$ cat src/rtl/bus_arbiter.sv
// Two-master bus arbiter: fixed priority out of idle, burst-limited handover
// between owners, and a tagged return pipeline that steers read data back to
// the master that issued the read.
module bus_arbiter #(
  parameter int unsigned WIDTH      = 32,
  parameter int unsigned RD_LATENCY = 1,
  parameter int unsigned MAX_BURST  = 4
) (
  input  logic             clk,
  input  logic             rst,
  input  logic             m0_req,
  input  logic [WIDTH-1:0] m0_addr,
  input  logic             m0_we,
  input  logic [WIDTH-1:0] m0_wdata,
  output logic             m0_gnt,
  output logic             m0_rvalid,
  output logic [WIDTH-1:0] m0_rdata,
  input  logic             m1_req,
  input  logic [WIDTH-1:0] m1_addr,
  input  logic             m1_we,
  input  logic [WIDTH-1:0] m1_wdata,
  output logic             m1_gnt,
  output logic             m1_rvalid,
  output logic [WIDTH-1:0] m1_rdata,
  output logic [WIDTH-1:0] addr,
  output logic             we,
  output logic [WIDTH-1:0] wdata,
  input  logic [WIDTH-1:0] rdata
);

  localparam int unsigned BW = $clog2(MAX_BURST) + 1;
  localparam logic [BW-1:0] BMAX = BW'(MAX_BURST - 1);

  typedef enum logic [1:0] {
    IDLE = 2'd0,
    OWN0 = 2'd1,
    OWN1 = 2'd2
  } state_t;

  state_t          r_state;
  state_t          w_state_nxt;
  logic [BW-1:0]   r_bcnt;
  logic [BW-1:0]   w_bcnt_nxt;
  logic            w_acc;
  logic            w_tag;
  logic [RD_LATENCY-1:0] r_pv;
  logic [RD_LATENCY-1:0] r_ptag;

  // State and burst counter registers
  always_ff @(posedge clk) begin
    if (rst) begin
      r_state <= IDLE;
      r_bcnt  <= '0;
    end else begin
      r_state <= w_state_nxt;
      r_bcnt  <= w_bcnt_nxt;
    end
  end

  // Grants and bus drive, decoded from the registered owner
  always_comb begin
    m0_gnt = 1'b0;
    m1_gnt = 1'b0;
    addr   = '0;
    we     = 1'b0;
    wdata  = '0;
    w_acc  = 1'b0;
    w_tag  = 1'b0;
    case (r_state)
      OWN0: begin
        m0_gnt = m0_req;
        w_acc  = m0_req;
        if (m0_req) begin
          addr  = m0_addr;
          we    = m0_we;
          wdata = m0_wdata;
        end
      end
      OWN1: begin
        m1_gnt = m1_req;
        w_acc  = m1_req;
        w_tag  = 1'b1;
        if (m1_req) begin
          addr  = m1_addr;
          we    = m1_we;
          wdata = m1_wdata;
        end
      end
      default: ;
    endcase
  end

  // Next owner and burst count
  always_comb begin
    w_state_nxt = r_state;
    w_bcnt_nxt  = r_bcnt;
    case (r_state)
      IDLE: begin
        w_bcnt_nxt = '0;
        if (m0_req)      w_state_nxt = OWN0;
        else if (m1_req) w_state_nxt = OWN1;
      end
      OWN0: begin
        if (!m0_req) begin
          w_state_nxt = m1_req ? OWN1 : IDLE;
          w_bcnt_nxt  = '0;
        end else if (m1_req && (r_bcnt == BMAX)) begin
          w_state_nxt = OWN1;
          w_bcnt_nxt  = '0;
        end else if (r_bcnt != BMAX) begin
          w_bcnt_nxt = r_bcnt + BW'(1);
        end
      end
      OWN1: begin
        if (!m1_req) begin
          w_state_nxt = m0_req ? OWN0 : IDLE;
          w_bcnt_nxt  = '0;
        end else if (m0_req && (r_bcnt == BMAX)) begin
          w_state_nxt = OWN0;
          w_bcnt_nxt  = '0;
        end else if (r_bcnt != BMAX) begin
          w_bcnt_nxt = r_bcnt + BW'(1);
        end
      end
      default: begin
        w_state_nxt = IDLE;
        w_bcnt_nxt  = '0;
      end
    endcase
  end

  // Return pipeline: one {valid, tag} stage per cycle of read latency
  always_ff @(posedge clk) begin
    if (rst) begin
      r_pv   <= '0;
      r_ptag <= '0;
    end else begin
      r_pv[0]   <= w_acc && !we;
      r_ptag[0] <= w_tag;
      for (int unsigned i = 1; i < RD_LATENCY; i++) begin
        r_pv[i]   <= r_pv[i-1];
        r_ptag[i] <= r_ptag[i-1];
      end
    end
  end

  // Steer bus read data to the tagged master
  always_comb begin
    m0_rvalid = r_pv[RD_LATENCY-1] && !r_ptag[RD_LATENCY-1];
    m1_rvalid = r_pv[RD_LATENCY-1] &&  r_ptag[RD_LATENCY-1];
    m0_rdata  = m0_rvalid ? rdata : '0;
    m1_rdata  = m1_rvalid ? rdata : '0;
  end

endmodule

$ cat config.mk
export PLATFORM = sky130hd
export DESIGN_NAME = bus_arbiter
export DESIGN_NICKNAME = d
export VERILOG_FILES = /design/src/rtl/bus_arbiter.sv
export SDC_FILE = /design/constraint.sdc
export NUM_CORES = 1
export LEC_CHECK = 0
export CAP_MARGIN = 20
export CORE_AREA = 10 10 107 109
export DETAILED_ROUTE_END_ITERATION = 16
export DIE_AREA = 0 0 117 119
export GPL_TIMING_DRIVEN = 0
export HOLD_SLACK_MARGIN = 0.1
export PLACE_DENSITY = 0.89
export REMOVE_ABC_BUFFERS = 1
export SLEW_MARGIN = 10
export SYNTH_ARGS = -nofsm -noshare
export SYNTH_HDL_FRONTEND = slang
export SYNTH_SLANG_ARGS = --single-unit
export TNS_END_PERCENT = 50
$ cat constraint.sdc
create_clock -name clk -period 3.1 [get_ports clk]
set_input_delay 0.62 -clock clk [delete_from_list [all_inputs] [get_ports clk]]
set_output_delay 0.62 -clock clk [all_outputs]
set_load 0.05 [all_outputs]
==> flow_metrics.py, run 1 <==
metrics = {
    "outcome": {
        "status": "completed",
    },
    "timing": {
        "fin_ws_ns": 0.2382,
        "tightestPinTransition_ns": 0.5378,
        "timing.slew.headroom_pct": 64.03,
        "rsz0062_at_grt": "no",
        "finalHoldViolCount": 0,
        "fin_crit_sh_pct": 92.32,
        "clock_skew_ns": 0.004204,
        "finalSetupTns_ns": 0,
        "fin_hold_ws_ns": 0.4742,
        "slew_violations": 0,
        "max_freq_mhz": 349.4,
        "finalSetupViolations": 0,
        "period_needed_ns": 2.862,
    },
    "clock_network": {
        "cts-root-buf": "clkbuf_8",
        "clkSinkCount": 7,
        "path_clk_slew_ns": 0.04,
        "clockBufferDepth": 2,
        "ctsHoldBuffers": 0,
        "numCtsBuffers": 3,
        "cts_tree": "yes",
        "cts_setup_buffers": 0,
        "h-tree-depth": 1,
        "insertion_delay_ns": 0.23,
    },
    "logic_synthesis": {
        "syn-instance-count": 267,
        "syn_area_per_cell_um2": 8.491,
        "synth_warnings": 0,
        "yosysUniqueCellTypes": 30,
        "synth.cell_area_um2": 2267,
        "synth_seq_area_share_pct": 6.181,
        "ys_ff_latch": 7,
    },
    "routing": {
        "drc": 0,
        "drt_iter0_drc": 187,
        "wl_per_cell_um": 21.27,
        "wirelength_mm": 14.06,
        "via_per_inst": 4.865,
        "vias": 3216,
        "ant_nets": 0,
        "firstDrtPassIters": 4,
    },
    "floorplanning": {
        "die_width_um": 117,
        "rows": 36,
        "start_util_pct": 23.97,
        "coreArea_um2": 9459,
        "ioPinCount": 299,
        "die_h_um": 119,
        "dieArea_um2": 13920,
    },
    "worst_setup_path": {
        "startpoint_type": "register",
        "critPathArrivalTime_ns": 2.24,
        "cp-end-kind": "primary output",
        "worstReg2RegStart": "r_state[0]",
        "worstSetupPathType": "register to primary output",
        "crit_slowest_cell": "clkdlybuf4s50_1",
        "critPathLaunch": "r_pv",
        "cpPeakStageDelay_ns": 0.83,
        "worstPathRequired_ns": 2.48,
        "cp.buffers_inverters": 1,
        "crit_path_max_fanout": 34,
        "crit_chain": "and2b_4 -> and2_1 -> clkdlybuf4s50_1",
        "path_delay_family": "buffers and inverters",
    },
    "final_layout": {
        "drive_above_1_share_pct": 30.04,
        "area_growth_pct": 136.6,
        "final_cell_mix": "clkdlybuf4s50_1, clkdlybuf4s15_2, a22oi_2",
        "final_common_cell": "clkdlybuf4s50_1",
        "fin_area_um2": 5365,
        "nFillCells": 819,
        "final_net_count": 718,
    },
    "global_route": {
        "grt_pass1_vias": 3483,
        "antenna_found_initial": 1,
        "grt_overflow": 0,
        "track_usage_pct": 18.43,
        "grt_pass1_wl_mm": 20.35,
        "grt_max_degree": 42,
    },
    "power": {
        "ir_drop_mv": 0.2749,
        "p_leak_nw": 1.830,
        "p_per_area_nw_per_um2": 461.2,
        "power_w": 0.002475,
    },
    "placement": {
        "io_buffer_count": 298,
        "pre_cts_ws_ns": -0.8734,
        "dp_hpwl_mm": 10.83,
        "place_area_um2": 5184,
        "gp_congestion": 0.8672,
    },
    "run": {
        "drv_cap": 0,
    },
    "hold_path": {
        "worstHoldPathType": "register to register",
        "hp-start": "r_bcnt[2]",
    },
}
## stage by stage
step | utilization [%] | std cells
3_3_place_gp | 54.56 | 649
6_report | 56.72 | 661
4_1_cts | 56.68 | 660
3_5_place_dp | 54.80 | 650
2_1_floorplan | - | 237
5_1_grt | 56.69 | 660
## registers in the layout, summed over array words and instances (netlist names)
| signal | count |
|---|---|
| r_bcnt | 3 |
| r_ptag | 1 |
| r_pv | 1 |
| r_state | 2 |
## cell families after synthesis
group | Yosys count | share of synthesized area [%]
buf+inv | 32 | 10.54
flops | 7 | 6.181
xor+xnor | 1 | 0.3864
simple gates | 147 | 45.53
compound gates | 72 | 33.28
fa+ha+maj | 5 | 2.759
mux | 3 | 1.325
## worst register-to-register path: cells and delay by family, from the launching register on
kind	cells	cell delay, ns
adders and majority gates	1	0.33
DFF	1	0.38
and+or+nand+nor	2	0.46
AOI/OAI and AO/OA	1	0.29
buffers and inverters	1	0.09
## power by group
group / switching [W] / total [W] / internal, W / leakage [nW]
Sequential: 0.0000468 / 0.000158 / 0.000111 / 0.0579
Clock: 0.0000416 / 0.000131 / 0.0000892 / 0.0228
Combinational: 0.00122 / 0.00219 / 0.000962 / 1.75
## layer usage
layer / track usage, % / vias to the layer above / routed length (um)
li1: - / 1534 / -
met1: 18.28 / 1483 / 4999
met2: 35.95 / 189 / 7346
met3: 7.078 / 8 / 1618
met4: 1.623 / 2 / 81
met5: 0 / - / 13
## worst paths after layout
path             endpoint  slack, ns  cells past startpoint
min reg2reg     r_bcnt[2]       0.47                      1
max reg2reg          r_pv       1.46                      5
max          m0_rdata[17]       0.24                      3
min             r_bcnt[2]       0.47                      1
## area by class of cell
cell class	count	area [um^2]	area share, %
inverters	2	7.507	0.1399
clock buffers	4	45.04	0.8396
multi-input cells	234	1946	36.26
diodes	1	2.502	0.04664
flip-flops and latches	7	142.6	2.659
well taps	114	142.6	2.659
repair buffers	299	3079	57.39
## synthesized netlist by cell type
cell type / instances / area share (%)
nor3_2: 1 / 0.44
nand3b_1: 2 / 0.66
nor2b_2: 40 / 15
ha_1: 5 / 2.8
and2_1: 34 / 9.4
inv_1: 2 / 0.33
or3b_1: 1 / 0.39
o2111ai_2: 1 / 0.66
buf_6: 5 / 2.5
and2b_1: 1 / 0.33
o21ai_0: 2 / 0.44
a22oi_1: 24 / 7.9
buf_8: 1 / 0.66
and3_1: 32 / 8.8
nand2_1: 1 / 0.17
and2_4: 2 / 0.77
buf_12: 4 / 3.5
nor3_1: 2 / 0.44
a22o_1: 1 / 0.39
xor2_1: 1 / 0.39
clkbuf_1: 16 / 2.6
buf_2: 4 / 0.88
mux2i_1: 3 / 1.3
a22oi_2: 41 / 23
nor2b_1: 26 / 7.2
o211a_1: 1 / 0.44
nor4b_1: 1 / 0.39
a211o_1: 2 / 0.77
nand2b_1: 4 / 1.1
dfxtp_1: 7 / 6.2
## what timing repair did
item	CTS	global route
cloned	6	0
endpoints found under the setup margin	100	3
pin swaps	4	0
gates resized for setup	208	1
No activity file was read; power rests on OpenSTA's default activity.
==> run 2, diff against run 1 <==
CAP_MARGIN = 0   (was 20)
==> results of run 2 <==
The final DEF is identical to that of run 1; final timing and power are the same.
==> run 3, diff against run 2 <==
clock period = 3.3 ns   (was 3.1 ns; I/O delays follow)
==> run 3 against run 2 <==
  * Critical path depth rose by 2
  * First-iteration DRC count shrank 19%
  * Global-route usage fell by 0.33 points
  * Sequential cell count did not move
  * Largest power group unchanged
  * Sequential power is 6% lower
==> flow_metrics.py, run 3 (synthesis results as in run 1) <==
metrics = {
    "outcome": {
        "status": "completed",
    },
    "placement": {
        "dp_hpwl_mm": 10.83,
        "pre_cts_ws_ns": -0.7534,
        "io_buffer_count": 298,
        "gp_congestion": 0.8672,
        "dp_cells": 650,
    },
    "final_layout": {
        "reg_top3": "r_bcnt x3, r_state x2",
        "final_common_cell": "clkdlybuf4s50_1",
        "area_growth_pct": 125.5,
        "layout.cells.non_filler": 666,
        "final_cell_mix": "clkdlybuf4s50_1, clkbuf_2, a22oi_2",
        "drive_above_1_share_pct": 26.68,
        "top_register": "r_bcnt",
        "final_net_count": 723,
        "largest_reg_flops": 3,
    },
    "timing": {
        "slew_violations": 0,
        "finalHoldViolCount": 0,
        "fin_ws_ns": 0.04125,
        "max_freq_mhz": 306.9,
        "timing.slew.headroom_pct": 64.03,
        "period_needed_ns": 3.259,
        "tightestPinTransition_ns": 0.5378,
        "finalSetupViolations": 0,
        "fin_hold_ws_ns": 0.4742,
        "fin_crit_sh_pct": 98.75,
        "clock_skew_ns": 0.003856,
    },
    "routing": {
        "drc": 0,
        "drt_iter0_drc": 151,
        "wl_per_cell_um": 20.85,
        "firstDrtPassIters": 4,
        "vias": 3219,
        "wirelength_mm": 13.89,
        "via_per_inst": 4.833,
        "ant_nets": 0,
    },
    "hold_path": {
        "min_to": "r_bcnt[2]",
        "min_path_cells": 1,
        "hp-start": "r_bcnt[2]",
        "worstHoldPathType": "register to register",
    },
    "clock_network": {
        "ctsHoldBuffers": 0,
        "insertion_delay_ns": 0.23,
        "cts_tree": "yes",
        "h-tree-depth": 1,
        "clockBufferDepth": 2,
        "clkSinkCount": 7,
        "cts-root-buf": "clkbuf_8",
        "numCtsBuffers": 3,
        "path_clk_slew_ns": 0.04,
    },
    "worst_setup_path": {
        "r2r-end": "r_pv",
        "critPathArrivalTime_ns": 2.60,
        "reg2regPathDepth": 5,
        "reg2reg_slack_ns": 1.66,
        "crit_path_max_fanout": 16,
        "startpoint_type": "primary input",
        "worstReg2RegStart": "r_state[0]",
        "worstPathRequired_ns": 2.64,
        "worstSetupPathType": "primary input to primary output",
        "cp-end-kind": "primary output",
    },
    "power": {
        "p_leak_nw": 1.914,
        "internal_power_w": 0.001056,
        "comb_power_share_pct": 88.2,
        "p_seq_share_pct": 6.5,
        "ir_drop_mv": 0.2597,
        "p_clk_share_pct": 5.4,
        "power.share.switching_pct": 53.88,
        "switchingPower_w": 0.001234,
        "power_w": 0.002291,
        "p_per_area_nw_per_um2": 448.1,
    },
    "global_route": {
        "track_usage_pct": 18.10,
        "grt_overflow": 0,
        "antenna_found_initial": 1,
        "grt_pass1_vias": 3439,
        "grt_max_degree": 42,
        "grt_pass1_wl_mm": 20.11,
    },
    "floorplanning": {
        "die_width_um": 117,
        "ioPinCount": 299,
        "die_h_um": 119,
        "rows": 36,
        "start_util_pct": 23.97,
        "coreArea_um2": 9459,
        "dieArea_um2": 13920,
    },
    "run": {
        "drv_cap": 0,
    },
}
==> run 3: cell count changes in the layout (fill, tap and decap cells not counted) <==
cell             before  now
clkdlybuf4s15_2      65    1
clkdlybuf4s15_1       0   21
dlygate4sd2_1         4    3
and2b_2               0    1
clkbuf_2              0   42
and2b_4               1    0
buf_4                 0    5
clkdlybuf4s50_1     229  231
==> run 3: worst max-delay path, stage by stage <==
cell and delay, ns:
clkdlybuf4s50_1 0.74, and2_4 0.42, a22oi_1 0.12, nor2b_1 0.12, dlygate4sd2_1 0.53
==> run 3: per-stage QoR <==
step	util, %	setup TNS [ns]	area, um^2
after global placement	54.56	-39.89	5161
after global routing	54.02	-0.004934	5110
after detailed placement	54.80	-42.43	5184
after CTS	55.01	0	5204
after floorplan	-	0	2036
final	54.05	0	5112
==> run 3: routing by layer <==
metal | GRT usage [%] | vias up | share of wire (%) | wire [um]
met5 | 0 | - | 0.094 | 13
met3 | 7.028 | 10 | 11 | 1582
met1 | 18.57 | 1482 | 36 | 5032
met2 | 34.61 | 182 | 52 | 7168
li1 | - | 1543 | - | -
met4 | 1.391 | 2 | 0.63 | 87
==> run 3: final cells by class <==
type	instances	area (um^2)
Tap cell	114	142.6
Fill cell	848	4347
Multi-Input combinational cell	234	1944
Sequential cell	7	142.6
Timing Repair Buffer	304	2828
Clock buffer	4	45.04
Antenna cell	1	2.502
Inverter	2	7.507
==> run 3: worst max-delay path by stage <==
stage	startpoint	end	slack (ns)	cells after the start
after floorplan	m1_req	addr[0]	0.35	3
after global placement	m1_req	we	-0.71	5
after detailed placement	m1_req	wdata[24]	-0.75	5
after CTS	m1_req	wdata[24]	0.005	5
after global routing	m1_req	addr[27]	-0.005	5
final	m0_req	addr[26]	0.04	5
==> run 3: power by group through the flow <==
stage               clock network [W]  logic (W)  registers (W)
global placement                    0    0.00196       0.000142
finish                       0.000123    0.00202       0.000148
global route                 0.000132    0.00214       0.000153
floorplan                           0    0.00131       0.000132
CTS                          0.000123    0.00203       0.000148
detailed placement                  0    0.00202       0.000149
==> run 3: what timing repair did <==
item                       CTS  global route
setup buffers                0             5
gates resized for setup     78           105
setup endpoints to repair  100            87
pin swaps                    4             0
cloned                       6             0
==> variant 1: new RTL, config.mk and constraints of run 3 <==
Set the parameter `RD_LATENCY` to 2 (it was 1).
--- a/src/rtl/bus_arbiter.sv
+++ b/src/rtl/bus_arbiter.sv
@@ -4,5 +4,5 @@
 module bus_arbiter #(
   parameter int unsigned WIDTH      = 32,
-  parameter int unsigned RD_LATENCY = 1,
+  parameter int unsigned RD_LATENCY = 2,
   parameter int unsigned MAX_BURST  = 4
 ) (
Function: changed (Yosys sat finds a counterexample within 4 cycles, from zero or initial values and one cycle with rst high).
==> variant 1 against run 3 <==
Cell count fell by 0.30%. Area after synthesis rose by 2.3%. Core utilization fell by 0.73 points. Total power fell by 4.1%. Cell area fell by 1.3%. Synthesized cell count rose by 1.5%. Wire length rose by 1.8%. Via count did not move. Global-route usage rose by 0.27 points. Sequential cell count rose by 2. Setup slack got worse by 0.015 ns. Hold slack got worse by 0.043 ns. Largest cell class unchanged. Largest power group unchanged.
==> variant 1: results (changes against run 3) <==
part of the power in registers=0.072 (+0.007); Reg clk slew, reported paths=0.04 ns (about the same); slowest stage delay, CP=0.74 ns (about the same); pin count of the biggest net entering global routing=36 (-14%); Placed Area=0.005244 mm2 (+1.2%); critical path data arrival time=2.61 ns (about the same); Synth Instances=271 (+1.5%); critical path fanouts, max=17 (+1); # diodes=0 (-1); net switching power=0.001153 W (-6.6%); vias=3219 (unchanged); r2r setup slk=1.45 ns (-0.21 ns); vias in the first global route=3474 (+1.0%); top cells by count, synth=41 x a22oi_2, 40 x nor2b_2, 34 x and2_1, 32 x and3_1, 28 x nor2b_1; Largest Register=r_bcnt; R2R Path Start=r_state[1]; post-synthesis sequential area ratio=0.07767 (+0.01586); Worst Hold Path EP=r_pv[1]; predominant post-synthesis flop cell=dfxtp_1; Worst-Skew Late Latency=0.23 ns (about the same); endpoints failing hold=0 (unchanged); critical hold path startpoint=r_pv[0]; initial antenna violation count=0 (-1); filler cell count=855 (+0.83%); status=complete, no violations; Nets=722 (-0.14%); routed len/inst=21.28 um (+2.1%); Fin Clk Skew=0.001751 ns (-0.002105 ns); Tot GR Track Use=0.1837 (+0.002715); Synth area leaders=a22oi_2 22%, nor2b_2 15%, and2_1 9.2%; max reg flops=3 (unchanged); layout cells sized above 1=0.2927 (+0.02594); worst-case vdd ir drop=0.2832 mV (+9.1%); CTS root buffer=clkbuf_8; yosys warns=0 (unchanged); Initial DRC Count=145 (-4.0%); WHS Path Cells=1 (unchanged); Static Leakage=1.911 nW (-0.15%); Worst-Margin Slew=0.5666 ns (+0.02878 ns); routed wire length=14130 um (+1.8%); PostCTS Resize Cnt=88 (+13%); DP Cell Count=654 (+0.62%); cell family with most CP delay=buffers and inverters; DP Worst Slack=-0.7154 ns (+0.03805 ns); routability congestion estimate=0.7905 (-8.8%); global-route wire length before repair=20210 um (+0.52%); dpl hpwl=11040 um (+1.9%); reg-to-reg endpoint=r_bcnt[2]; asr flop ratio synth=0 (unchanged)
## variant 1: cell count changes in the layout (fill, tap and decap cells not counted)
cell             delta
dfxtp_1             +2
nor2b_1             +2
clkbuf_2           +18
buf_12              -1
diode_2             -1
buf_16              +1
clkdlybuf4s15_1    -19
clkdlybuf4s15_2     +1
buf_4               -5
## variant 1: cell type report
type                    count  area share
repair buffers            299      0.5371
multi-input cells         236      0.3880
flip-flops and latches      9     0.03622
well taps                 114     0.02828
clock buffers               4    0.008931
inverters                   2    0.001488
## variant 1: worst max-delay path by stage
stage / from / slack [ns] / to
finish: m1_req / 0.03 / wdata[15]
global route: m1_req / -0.04 / wdata[15]
CTS: m1_req / 0.0001 / wdata[14]
detailed placement: m0_req / -0.72 / we
global placement: m0_req / -0.70 / we
floorplan: m1_req / 0.35 / addr[0]
## variant 1: stage by stage
stage,util,total power (W),hold WS (ns)
finish,0.5332,0.002197,0.4316
global route,0.5332,0.002328,0.4541
global placement,0.5512,0.002015,0.4181
CTS,0.5578,0.002243,0.4367
floorplan,-,0.001404,0.4138
detailed placement,0.5544,0.002106,0.4265
## variant 1: kinds of logic after synthesis
| group | after synthesis | share of synthesized area |
|---|---|---|
| flip-flops | 9 | 0.07767 |
| XOR/XNOR | 1 | 0.003776 |
| AND/OR/NAND/NOR | 149 | 0.4504 |
| multiplexers | 3 | 0.01295 |
| buffers and inverters | 32 | 0.1030 |
| AO/OA/AOI/OAI | 72 | 0.3252 |
| adder cells (fa/ha/maj) | 5 | 0.02697 |
## variant 1: layer usage
layer,vias to the layer above,GRT usage,share of wire
met5,-,0,0
met4,0,0.01314,0.0086
met2,208,0.3616,0.52
met3,10,0.08333,0.13
li1,1541,-,-
met1,1460,0.1733,0.34
==> variant 2: new RTL, flow settings as in run 3 <==
Made on the original files. Re-encode `state_t` (3 states) as one-hot, 3 bits wide.
--- a/src/rtl/bus_arbiter.sv
+++ b/src/rtl/bus_arbiter.sv
@@ -32,8 +32,8 @@
   localparam logic [BW-1:0] BMAX = BW'(MAX_BURST - 1);
 
-  typedef enum logic [1:0] {
-    IDLE = 2'd0,
-    OWN0 = 2'd1,
-    OWN1 = 2'd2
+  typedef enum logic [2:0] {
+    IDLE = 3'b001,
+    OWN0 = 3'b010,
+    OWN1 = 3'b100
   } state_t;
 
Formal check against the unedited RTL: same outputs for any inputs over 10 cycles, from zero or initial values and one cycle with rst high; not proved beyond that.
==> variant 2 against run 3 <==
Maximum frequency up 1.1%. Sequential cell count up 1. Global-route usage down 0.69 points. Cell area down 13%. Setup slack better by 0.035 ns. Wire length down 2.6%. Cell count down 9.6%. Area after synthesis down 34%. Largest cell class unchanged.
Power is left out: it rests on default switching activity, and per cell area and clock period it moved more than threefold.
==> variant 2: results (changes against run 3) <==
post-synthesis sequential area ratio=0.1068 (+0.04495); worst min-delay path class=reg -> reg; Relative slew margins=0.4157 (-0.2247); top cells by count, synth=65 x a22o_1, 33 x and2_1, 33 x and3_1, 11 x clkbuf_1, 10 x buf_2; status=complete, no violations; Initial DRC Count=133 (-12%); First-pass DRT Iterations=7 (+3); PortBufs=298 (unchanged); critical path data arrival time=2.56 ns (-0.04 ns); Placed Area=0.004563 mm2 (-12%); Fin Clk Skew=0.0009745 ns (-0.002881 ns); layout cells sized above 1=0.1481 (-0.1186); DR vias/cell=4.834 (about the same); critical path fanouts, max=17 (+1); CTS Hold Bufs=0 (unchanged); global-route wire length before repair=18820 um (-6.4%); DP Worst Slack=-0.6500 ns (+0.1034 ns); pin count of the biggest net entering global routing=35 (-17%); Worst-Skew Late Latency=0.23 ns (about the same); Nets=655 (-9.4%); yosys warns=0 (unchanged); predominant post-synthesis flop cell=dfxtp_1; CTS Buf Count=3 (unchanged); Clock Tree Buf Depth=2 (unchanged); Compound-Gate Fraction of Synth Area=0.4204 (+0.08757); Synth cell types=29 (-3.3%); Tot GR Track Use=0.1741 (-0.006855); dpl hpwl=11470 um (+5.9%); H-tree levels=1 (unchanged); vias in the first global route=3050 (-11%); Reg clk slew, reported paths=0.04 ns (about the same); Synth area leaders=a22o_1 38%, and2_1 14%, and3_1 14%; routed len/inst=22.46 um (+7.7%); Synth Area in XOR/XNOR=0.01168 (+0.007813); routability congestion estimate=0.8344 (-3.8%); mux contribution to synthesized area=0.006672 (-0.006573); Regs by FF count=r_bcnt: 3 flops, r_state: 3 flops; initial antenna violation count=2 (+1); asr flop ratio synth=0 (unchanged); CTS root buffer=clkbuf_8; Synth Area in Adders=0.008340 (-0.01925)
[variant 2: logic make-up (layout without fill, tap and decap cells)]
group / Yosys count / in the layout
muxes: 1 / 1
other: 0 / 2
buffers and inverters: 28 / 313
DFF: 8 / 8
and+or+nand+nor: 84 / 87
xor gates and xnor gates: 2 / 2
adders and majority gates: 1 / 1
AOI/OAI and AO/OA: 74 / 74
[variant 2: cell type report]
class	count	area (um2)
Clock buffer	3	41.29
Timing Repair Buffer	308	2843
Fill cell	910	4987
Inverter	2	7.507
Multi-Input combinational cell	165	1271
Antenna cell	2	5.005
Sequential cell	8	161.4
Tap cell	114	142.6
[variant 2: critical path: stages]
cell and delay (ns):
clkdlybuf4s50_1 0.70, and4bb_4 0.47, a22o_1 0.18, dlygate4sd2_1 0.54
[variant 2: metal layers]
metal	global-route usage	share of wire
met5	0	0
met2	0.3222	0.50
met1	0.1605	0.33
met4	0.05641	0.022
met3	0.08635	0.14
[variant 2: per-stage QoR]
step / hold WS (ns) / cells / util
after global placement: 0.4872 / 584 / 0.4754
after global routing: 0.5238 / 601 / 0.4725
final: 0.5092 / 602 / 0.4728
after floorplan: 0.4755 / 172 / -
after detailed placement: 0.5009 / 588 / 0.4824
after CTS: 0.5066 / 595 / 0.4728
[variant 2: worst paths after layout]
path / start / to / slack [ns] / cells after the start
max: m1_req / addr[14] / 0.08 / 4
min: r_bcnt[2] / r_bcnt[2] / 0.51 / 1
max reg2reg: r_state[2] / r_bcnt[1] / 1.34 / 4
min reg2reg: r_bcnt[2] / r_bcnt[2] / 0.51 / 1
[variant 2: repair_timing]
action,in CTS,in global routing
buffers inserted,1,5
gates resized for setup,225,14
setup endpoints to repair,100,46
hold endpoints to repair,0,0
cloned,3,0
